File: src/rtl/pipe_sequencer.sv
// Camera pipeline sequencer: power-up delay, camera config with timeout/retry,
// then frame-synchronous Gaussian filter mode switching with a pipeline flush.
module pipe_sequencer #(
    parameter int unsigned POWERUP_WAIT = 1250000,
    parameter int unsigned CFG_TIMEOUT  = 12500000,
    parameter int unsigned MAX_RETRIES  = 3,
    parameter int unsigned FLUSH_CYCLES = 16
) (
    input  logic        i_sysclk,
    input  logic        db_rstn,
    input  logic        i_sof,
    input  logic        i_cfg_done,
    input  logic        i_sw_gaussian,
    output logic        o_cfg_start,
    output logic        o_gaussian_enable,
    output logic        o_pipe_flush,
    output logic [2:0]  o_state,
    output logic [15:0] o_frame_count,
    output logic        o_cfg_error
);

    localparam int unsigned MAX_AB  = (POWERUP_WAIT > CFG_TIMEOUT) ? POWERUP_WAIT : CFG_TIMEOUT;
    localparam int unsigned CNT_MAX = (MAX_AB > FLUSH_CYCLES) ? MAX_AB : FLUSH_CYCLES;
    localparam int          CNT_W   = $clog2(CNT_MAX + 1);
    localparam int          RTY_W   = $clog2(MAX_RETRIES + 2);

    localparam logic [CNT_W-1:0] PWR_LAST = CNT_W'(POWERUP_WAIT - 1);
    localparam logic [CNT_W-1:0] TMO_LAST = CNT_W'(CFG_TIMEOUT - 1);
    localparam logic [CNT_W-1:0] FLS_LAST = CNT_W'(FLUSH_CYCLES - 1);
    localparam logic [RTY_W-1:0] RTY_MAX  = RTY_W'(MAX_RETRIES);

    typedef enum logic [2:0] {
        IDLE     = 3'd0,
        PWRUP    = 3'd1,
        CFG_GO   = 3'd2,
        CFG_WAIT = 3'd3,
        SYNC     = 3'd4,
        RUN      = 3'd5,
        FLUSH    = 3'd6,
        ERROR    = 3'd7
    } state_t;

    state_t           state_q, state_d;
    logic [CNT_W-1:0] cnt_q, cnt_d;
    logic [RTY_W-1:0] retry_q, retry_d;
    logic             gen_q, gen_d;
    logic             pend_q, pend_d;
    logic [15:0]      fcnt_q, fcnt_d;

    logic             sw_meta_q, sw_sync_q, sw_acc_q;
    logic [3:0]       sw_hist_q;

    // Two-flop synchronizer, then the value is only accepted after four equal samples.
    always_ff @(posedge i_sysclk or negedge db_rstn) begin
        if (!db_rstn) begin
            sw_meta_q <= 1'b0;
            sw_sync_q <= 1'b0;
            sw_hist_q <= '0;
            sw_acc_q  <= 1'b0;
        end else begin
            sw_meta_q <= i_sw_gaussian;
            sw_sync_q <= sw_meta_q;
            sw_hist_q <= {sw_hist_q[2:0], sw_sync_q};
            if (&sw_hist_q) begin
                sw_acc_q <= 1'b1;
            end else if (~|sw_hist_q) begin
                sw_acc_q <= 1'b0;
            end
        end
    end

    always_ff @(posedge i_sysclk or negedge db_rstn) begin
        if (!db_rstn) begin
            state_q <= IDLE;
            cnt_q   <= '0;
            retry_q <= '0;
            gen_q   <= 1'b0;
            pend_q  <= 1'b0;
            fcnt_q  <= '0;
        end else begin
            state_q <= state_d;
            cnt_q   <= cnt_d;
            retry_q <= retry_d;
            gen_q   <= gen_d;
            pend_q  <= pend_d;
            fcnt_q  <= fcnt_d;
        end
    end

    always_comb begin
        state_d = state_q;
        cnt_d   = cnt_q + CNT_W'(1);
        retry_d = retry_q;
        gen_d   = gen_q;
        pend_d  = 1'b0;
        fcnt_d  = fcnt_q;
        case (state_q)
            IDLE: begin
                state_d = PWRUP;
                cnt_d   = '0;
            end
            PWRUP: begin
                if (cnt_q == PWR_LAST) begin
                    state_d = CFG_GO;
                    cnt_d   = '0;
                end
            end
            CFG_GO: begin
                state_d = CFG_WAIT;
                cnt_d   = '0;
            end
            CFG_WAIT: begin
                if (i_cfg_done) begin
                    state_d = SYNC;
                    cnt_d   = '0;
                end else if (cnt_q == TMO_LAST) begin
                    retry_d = retry_q + RTY_W'(1);
                    state_d = (retry_q < RTY_MAX) ? CFG_GO : ERROR;
                    cnt_d   = '0;
                end
            end
            SYNC: begin
                cnt_d = '0;
                if (i_sof) begin
                    gen_d   = sw_acc_q;
                    fcnt_d  = '0;
                    state_d = RUN;
                end
            end
            RUN: begin
                cnt_d  = '0;
                pend_d = (sw_acc_q != gen_q);
                if (i_sof) begin
                    fcnt_d = fcnt_q + 16'd1;
                    // Only a pending flag already registered before this sof triggers a switch.
                    if (pend_q) begin
                        state_d = FLUSH;
                        gen_d   = ~gen_q;
                        pend_d  = 1'b0;
                    end
                end
            end
            FLUSH: begin
                pend_d = (sw_acc_q != gen_q);
                if (i_sof) begin
                    fcnt_d = fcnt_q + 16'd1;
                end
                if (cnt_q == FLS_LAST) begin
                    state_d = RUN;
                    cnt_d   = '0;
                end
            end
            ERROR: begin
                cnt_d  = '0;
                gen_d  = 1'b0;
                fcnt_d = '0;
            end
        endcase
    end

    assign o_state           = state_q;
    assign o_cfg_start       = (state_q == CFG_GO);
    assign o_pipe_flush      = (state_q == FLUSH);
    assign o_cfg_error       = (state_q == ERROR);
    assign o_gaussian_enable = gen_q;
    assign o_frame_count     = fcnt_q;

endmodule

File: config.mk
export PLATFORM = sky130hd
export DESIGN_NAME = pipe_sequencer
export DESIGN_NICKNAME = d
export VERILOG_FILES = /design/src/rtl/pipe_sequencer.sv
export SDC_FILE = /design/constraint.sdc
export NUM_CORES = 1
export LEC_CHECK = 0
export ABC_AREA = 1
export BUFFER_PORTS_ARGS = -buffer_cell sky130_fd_sc_hd__buf_2
export CAP_MARGIN = 40
export CORE_ASPECT_RATIO = 0.7
export CORE_MARGIN = 10
export CORE_UTILIZATION = 45
export CTS_CLUSTER_DIAMETER = 150
export DETAILED_ROUTE_END_ITERATION = 10
export PLACE_DENSITY_LB_ADDON = 0.3
export SYNTH_ARGS = -nofsm -noshare
export SYNTH_HDL_FRONTEND = slang
export SYNTH_SLANG_ARGS = --single-unit
File: constraint.sdc
create_clock -name i_sysclk -period 2.5 [get_ports i_sysclk]
set_clock_uncertainty 0.1 [all_clocks]
set_input_delay 0.375 -clock i_sysclk [delete_from_list [all_inputs] [get_ports i_sysclk]]
set_output_delay 0.375 -clock i_sysclk [all_outputs]
set_load 0.005 [all_outputs]
==> results of run 1 <==
-- worst max-delay path, cell delays in order, from the launching register on --
cell and delay [ns]:
sky130_fd_sc_hd__dfrtp_1 0.53, sky130_fd_sc_hd__inv_2 0.10, sky130_fd_sc_hd__nor2_2 0.14, sky130_fd_sc_hd__inv_2 0.05, sky130_fd_sc_hd__nand2_2 0.22, sky130_fd_sc_hd__nand3_1 0.20
sky130_fd_sc_hd__nor2_1 0.26, sky130_fd_sc_hd__inv_1 0.10, sky130_fd_sc_hd__o21ai_1 0.12, sky130_fd_sc_hd__nor2_1 0.05
-- per-layer routing --
metal | wire, um | part of all wire, % | global-route usage (%) | vias up
met3 | 361 | 5.4 | 3.028 | 7
met1 | 3548 | 53 | 18.51 | 1202
met2 | 2765 | 41 | 19.38 | 55
met4 | 55 | 0.82 | 3.204 | 0
met5 | 0 | 0 | 0 | -
li1 | - | - | - | 1361
-- worst min-delay path by stage --
| stage | from | cells past startpoint | slack (ns) | to |
|---|---|---|---|---|
| global route | i_sw_gaussian | 1 | 0.06 | sw_meta_q |
| global placement | sw_sync_q | 0 | 0.23 | sw_hist_q[0] |
| floorplan | db_rstn | 0 | -0.02 | cnt_q[0] |
| CTS | i_sw_gaussian | 1 | 0.06 | sw_meta_q |
| finish | i_sw_gaussian | 1 | 0.07 | sw_meta_q |
| detailed placement | sw_meta_q | 0 | 0.24 | sw_sync_q |
-- cell families after synthesis --
| kind of cell | after synthesis | share of synthesized area (%) |
|---|---|---|
| DFF | 55 | 44.34 |
| xor gates and xnor gates | 21 | 5.925 |
| AOI/OAI and AO/OA | 31 | 5.320 |
| adders and majority gates | 3 | 1.209 |
| and+or+nand+nor | 238 | 33.58 |
| buffers and inverters | 73 | 9.633 |
-- report_power, final --
group / leakage [nW] / internal, mW / total, mW / switching, mW
clock network: 0.0502 / 0.293 / 0.575 / 0.282
logic: 1.10 / 0.0102 / 0.0336 / 0.0234
registers: 0.730 / 0.898 / 0.904 / 0.00627
-- layout make-up --
type	instances	share of cell area (%)
clock buffers	5	1.994
flip-flops and latches	55	39.88
multi-input cells	293	41.41
repair buffers	30	4.641
clock inverters	2	1.088
inverters	69	7.578
well taps	94	3.408
-- sequential cells by signal, summed over array words and instances, names as in the netlist, 3 cells and up --
signal	count
sw_hist_q	4
o_frame_count	16
cnt_q	24
retry_q	3
o_state	3
-- layout by cell type (no fill, tap or decap), types with 3 or more instances in the layout --
master                     instances
sky130_fd_sc_hd__a21oi_1          15
sky130_fd_sc_hd__buf_2            27
sky130_fd_sc_hd__clkbuf_8          5
sky130_fd_sc_hd__dfrtp_1          55
sky130_fd_sc_hd__ha_1              3
sky130_fd_sc_hd__inv_1            62
sky130_fd_sc_hd__inv_2             6
sky130_fd_sc_hd__nand2_1         104
sky130_fd_sc_hd__nand2_2           5
sky130_fd_sc_hd__nand2_4           3
sky130_fd_sc_hd__nand3_1          26
sky130_fd_sc_hd__nand3b_1          4
sky130_fd_sc_hd__nand4_1           6
sky130_fd_sc_hd__nor2_1           76
sky130_fd_sc_hd__nor2_2            6
sky130_fd_sc_hd__nor3_1            4
sky130_fd_sc_hd__o21ai_0          11
sky130_fd_sc_hd__xnor2_1           8
sky130_fd_sc_hd__xor2_1           13
-- stage by stage --
stage	cells	setup WS, ns	utilization, %
final	548	0.5189	51.31
after global routing	548	0.3211	51.31
after CTS	548	0.5417	51.31
after detailed placement	540	0.5495	49.58
after global placement	540	0.5974	49.58
after floorplan	421	0.9139	-
-- repair_timing --
action / in CTS / in global routing
gates resized for setup: 0 / 0
endpoints found under the setup margin: 0 / 0
endpoints found under the hold margin: 21 / 0
hold buffers: 1 / 0
==> run summary, run 1 <==
- **Synth Area per Inst** 7.373 um2
- **die outline area** 10670 um2
- **Clock Sinks** 55
- **logic depth of the worst register-to-register path** 9
- **Clock H-tree levels** 2
- **Max Fanout on Critical Path** 12
- **clock buffer count from CTS** 5
- **Required @ worst endpoint** 2.60 ns
- **path type of the worst setup path** flip-flop to flip-flop
- **max cap viols** 0
- **number of inserted diodes** 0
- **insertion delay to the later sink of the worst-skew pair** 0.30 ns
- **final hold vios** 0
- **TritonCTS clock tree** done
- **biggest area consumer among synthesized cells** sky130_fd_sc_hd__dfrtp_1
- **R2R Path End** o_frame_count[12]
- **count of buffers inserted at the top-level ports** 27
- **unrepaired setup endpoints after global routing** false
- **accumulated negative setup slack** 0 ns
- **endpoint class of the critical path** flip-flop
- **number of I/O pins** 28
- **dominant cells by area after synthesis** sky130_fd_sc_hd__dfrtp_1, sky130_fd_sc_hd__nand2_1, sky130_fd_sc_hd__nor2_1
- **run status** finished, final reports clean
- **Post-CTS Setup Inserts** 0
- **overall die width** 119.3 um
- **post-detailed-route wirelength per cell** 12.28 um
- **clock root buffer** sky130_fd_sc_hd__clkbuf_8
- **most common cell in the netlist** sky130_fd_sc_hd__nand2_1
- **nets in the synthesized netlist** 429
- **number of standard cells after synthesis** 421
- **total power after layout** 1.513 mW
- **Initial Utilization** 46.16%
- **aggregate global-route resource usage** 13.00%
- **R2R setup slack** 0.52 ns
- **peak ir drop on the vdd network** 249.6 uV
- **CTS clock-pin slew for the worst setup and hold paths** 0.10 ns
- **Floorplan Core Area** 6725 um2
- **layout cells sized above 1** 13.44%
- **warning count from the yosys run** 0
- **Final #Nets** 462
- **setup violators final** 0
- **Finished Cell Area** 3451 um2
- **path class of the lowest-slack min-delay path** input pin to flip-flop
- **relative max-transition margin** 64.45%
- **total cell area at the placement stage** 3334 um2
- **via-per-instance ratio** 4.790
- **final antenna-violating net count** 0
- **CP Data Arrival Time** 2.08 ns
- **Bufs on Longest Clock Path** 2
- **number of distinct library cells after synthesis** 27
- **capturing instance or port of the critical path** o_frame_count[12]
- **worst hold margin** 0.07052 ns
- **placed wire-length estimate** 5347 um
- **iteration count of the initial detailed-routing pass** 5
- **Tightest Pin Transition** 0.5333 ns
- **total wire length after detailed routing** 6730 um
- **Residual DRC** 0
- **Post-Synthesis Cell Area** 3104 um2
- **number of global-route vias before repair** 2433
- **remaining global-route overflow** 0
- **launch point of the worst reg-to-reg path** o_state[2]
- **startpoint of the most critical setup path** o_state[2]
- **prevailing post-synth register cell** sky130_fd_sc_hd__dfrtp_1
- **post-synthesis sequential element count** 55
- **FMAX** 504.8 MHz
- **sequential element share of the synthesized area** 44.34%
- **EDFF count, synth** 0
- **# rows** 25
- **wire length of the first global-routing pass** 11360 um
- **portion of synthesized cell area occupied by the leading cell type** 44.34%
- **most frequent cells after synthesis** sky130_fd_sc_hd__nand2_1, sky130_fd_sc_hd__nor2_1, sky130_fd_sc_hd__inv_1, sky130_fd_sc_hd__dfrtp_1, sky130_fd_sc_hd__nand3_1
- **Period Utilization, post-route** 79.24%
- **violation count after the first detailed-routing iteration** 214
- **area taken by flip-flops and latches** 1376 um2
- **area growth from synthesis to layout** 11.16%
- **final number of max-transition violations** 0
- **Post-synth ARST share** 100.0%
- **shortest clock period the worst path allows after layout** 1.981 ns
- **initial antenna violation count** 0
- **total area of multi-input combinational cells** 1429 um2
- **kind of launch point of the worst setup path** flip-flop
- **routed via count** 2625
- **weighted congestion at the end of routability-driven global placement** 0.9080
- **die boundary height** 89.49 um
- **largest net degree at the start of global routing** 24
- **number of filler instances in the final layout** 671
- **static power due to leakage** 1.883 nW
- **pwr dens** 438.4 nW/um2
(Power assumes the default switching activity.)
==> run 2: changes to the inputs <==
clock period = 2.1 ns   (was 2.5 ns; I/O delays follow)
==> run 2 against run 1 <==
Net effect:
- power grew 16%
- clock-buffer cell count grew 1
- final cell count grew 0.73%
- combinational power grew 22%
- cell area grew 0.73%
- core utilization grew 0.37 points
- clock power grew 9.4%
- flip-flop and latch count is the same
- sequential share of layout area shrank 0.29 points
- critical path depth shrank 1
- critical endpoint is now o_state[0]
- highest routed layer unchanged
==> run summary, run 2 (same netlist as run 1, synthesis figures left out) <==
- **unrepaired setup endpoints after global routing** false
- **Bufs on Longest Clock Path** 2, unchanged
- **max reg flops** 24, unchanged
- **CTS clock-pin slew for the worst setup and hold paths** 0.10 ns, about the same
- **wire length of the first global-routing pass** 11430 um, +0.67%
- **weighted congestion at the end of routability-driven global placement** 0.9602, +5.7%
- **number of filler instances in the final layout** 659, -1.8%
- **die boundary height** 89.49 um, unchanged
- **clock buffer count from CTS** 5, unchanged
- **total area of multi-input combinational cells** 1436 um2, +0.53%
- **routed via count** 2661, +1.4%
- **worst slack, placed** 0.1819 ns, -0.3675 ns
- **Max Fanout on Critical Path** 5, -7
- **Required @ worst endpoint** 2.19 ns, -0.41 ns
- **Final #Nets** 465, +0.65%
- **number of inserted diodes** 0, unchanged
- **peak ir drop on the vdd network** 307.3 uV, +23%
- **leading cell types in the layout, fill and taps excluded** sky130_fd_sc_hd__nand2_1, sky130_fd_sc_hd__nor2_1, sky130_fd_sc_hd__inv_1
- **Residual DRC** 0, unchanged
- **post-route setup slack** 0.2478 ns, -0.2711 ns
- **TritonCTS clock tree** done
- **path class of the lowest-slack min-delay path** input pin to flip-flop
- **# rows** 25, unchanged
- **worst hold margin** 0.1106 ns, +0.04008 ns
- **count of buffers inserted at the top-level ports** 27, unchanged
- **final hold vios** 0, unchanged
- **post-detailed-route wirelength per cell** 12.31 um, +0.25%
- **final number of max-transition violations** 0, unchanged
- **Clock H-tree levels** 2, unchanged
- **number of I/O pins** 28, unchanged
- **Period Utilization, post-route** 88.20%, +9.0 points
- **FMAX** 539.9 MHz, +7.0%
- **kind of launch point of the worst setup path** flip-flop
- **static power due to leakage** 1.896 nW, +0.70%
- **run status** finished, final reports clean
- **max cap viols** 0, unchanged
- **CP Data Arrival Time** 1.94 ns, -0.14 ns
- **die outline area** 10670 um2, unchanged
- **final antenna-violating net count** 0, unchanged
- **Post-CTS Setup Inserts** 0, unchanged
- **initial antenna violation count** 0, unchanged
- **leading cell type in the layout, fill and taps excluded** sky130_fd_sc_hd__nand2_1
- **area growth from synthesis to layout** 11.97%
- **violation count after the first detailed-routing iteration** 223, +4.2%
- **Tightest Pin Transition** 0.3547 ns, -0.1786 ns
- **total wire length after detailed routing** 6796 um, +0.98%
- **iteration count of the initial detailed-routing pass** 6, +1
- **Initial Utilization** 46.16%, unchanged
- **path type of the worst setup path** flip-flop to flip-flop
- **setup violators final** 0, unchanged
- **Floorplan Core Area** 6725 um2, unchanged
- **count of placed standard cells including taps** 542, +0.37%
- **number of global-route vias before repair** 2415, -0.74%
- **aggregate global-route resource usage** 13.06%, +0.054 points
- **total power after layout** 1.748 mW, +16%
- **remaining global-route overflow** 0, unchanged
- **layout cells sized above 1** 13.97%, +0.54 points
- **number of standard cells in the layout, taps in and fillers out** 552, +0.73%
- **area taken by flip-flops and latches** 1376 um2, unchanged
- **overall die width** 119.3 um, unchanged
- **endpoint class of the critical path** flip-flop
- **clock root buffer** sky130_fd_sc_hd__clkbuf_8
- **placed wire-length estimate** 5325 um, -0.41%
- **shortest clock period the worst path allows after layout** 1.852 ns, -0.1289 ns
- **via-per-instance ratio** 4.821, +0.64%
- **pwr dens** 502.8 nW/um2, +15%
- **Clock Sinks** 55, unchanged
- **insertion delay to the later sink of the worst-skew pair** 0.31 ns, about the same
- **Most flops, register** cnt_q
- **largest net degree at the start of global routing** 25, +4.2%
- **relative max-transition margin** 76.17%, +12 points
- **accumulated negative setup slack** 0 ns, unchanged
## run 2: metrics by stage
stage | utilization [%] | cell area, um2
after global routing | 51.68 | 3476
after global placement | 49.80 | 3349
final | 51.68 | 3476
after CTS | 51.57 | 3468
after floorplan | - | 3104
after detailed placement | 49.80 | 3349
## run 2: timing repair
action / CTS / global route
hold endpoints to repair: 14 / 0
hold buffers: 2 / 0
setup endpoints to repair: 0 / 6
resized for setup: 0 / 1
## run 2: path summary, 6_finish.rpt
check / startpoint / endpoint / slack [ns] / depth (start not counted)
max in group asynchronous: db_rstn / cnt_q[12] / 0.89 / 3
setup reg to reg: cnt_q[0] / o_state[0] / 0.25 / 8
min in group asynchronous: db_rstn / sw_meta_q / 0.35 / 2
setup / recovery: cnt_q[0] / o_state[0] / 0.25 / 8
hold reg to reg: sw_sync_q / sw_hist_q[0] / 0.26 / 0
hold / removal: i_sof / pend_q / 0.11 / 2
## run 2: layout make-up
| class | instances | share of cell area (%) |
|---|---|---|
| flip-flops and latches | 55 | 39.60 |
| multi-input cells | 293 | 41.32 |
| inverters | 69 | 7.523 |
| clock inverters | 2 | 0.4680 |
| repair buffers | 33 | 5.328 |
| clock buffers | 6 | 2.376 |
| well taps | 94 | 3.384 |
## run 2: worst max-delay path: stages (launching register included)
cell	delay (ns)
sky130_fd_sc_hd__dfrtp_1	0.38
sky130_fd_sc_hd__ha_1	0.21
sky130_fd_sc_hd__nand3_1	0.18
sky130_fd_sc_hd__nor2_1	0.14
sky130_fd_sc_hd__nand3_1	0.16
sky130_fd_sc_hd__nand2_1	0.17
sky130_fd_sc_hd__nand2_1	0.11
sky130_fd_sc_hd__o21ai_0	0.20
sky130_fd_sc_hd__nand2_1	0.08
## run 2: per-layer routing
metal  track usage [%]  vias to the layer above  routed length, um
met2             19.48                       63               2796
li1                  -                     1360                  -
met4             3.315                        0                 61
met5                 0                        -                  0
met3             3.533                        6                449
met1             18.25                     1232               3489
## run 2: power by group
part           internal (mW)  total, mW  switching, mW
clock network          0.270      0.629          0.359
logic                 0.0134     0.0411         0.0277
registers               1.07       1.08        0.00865
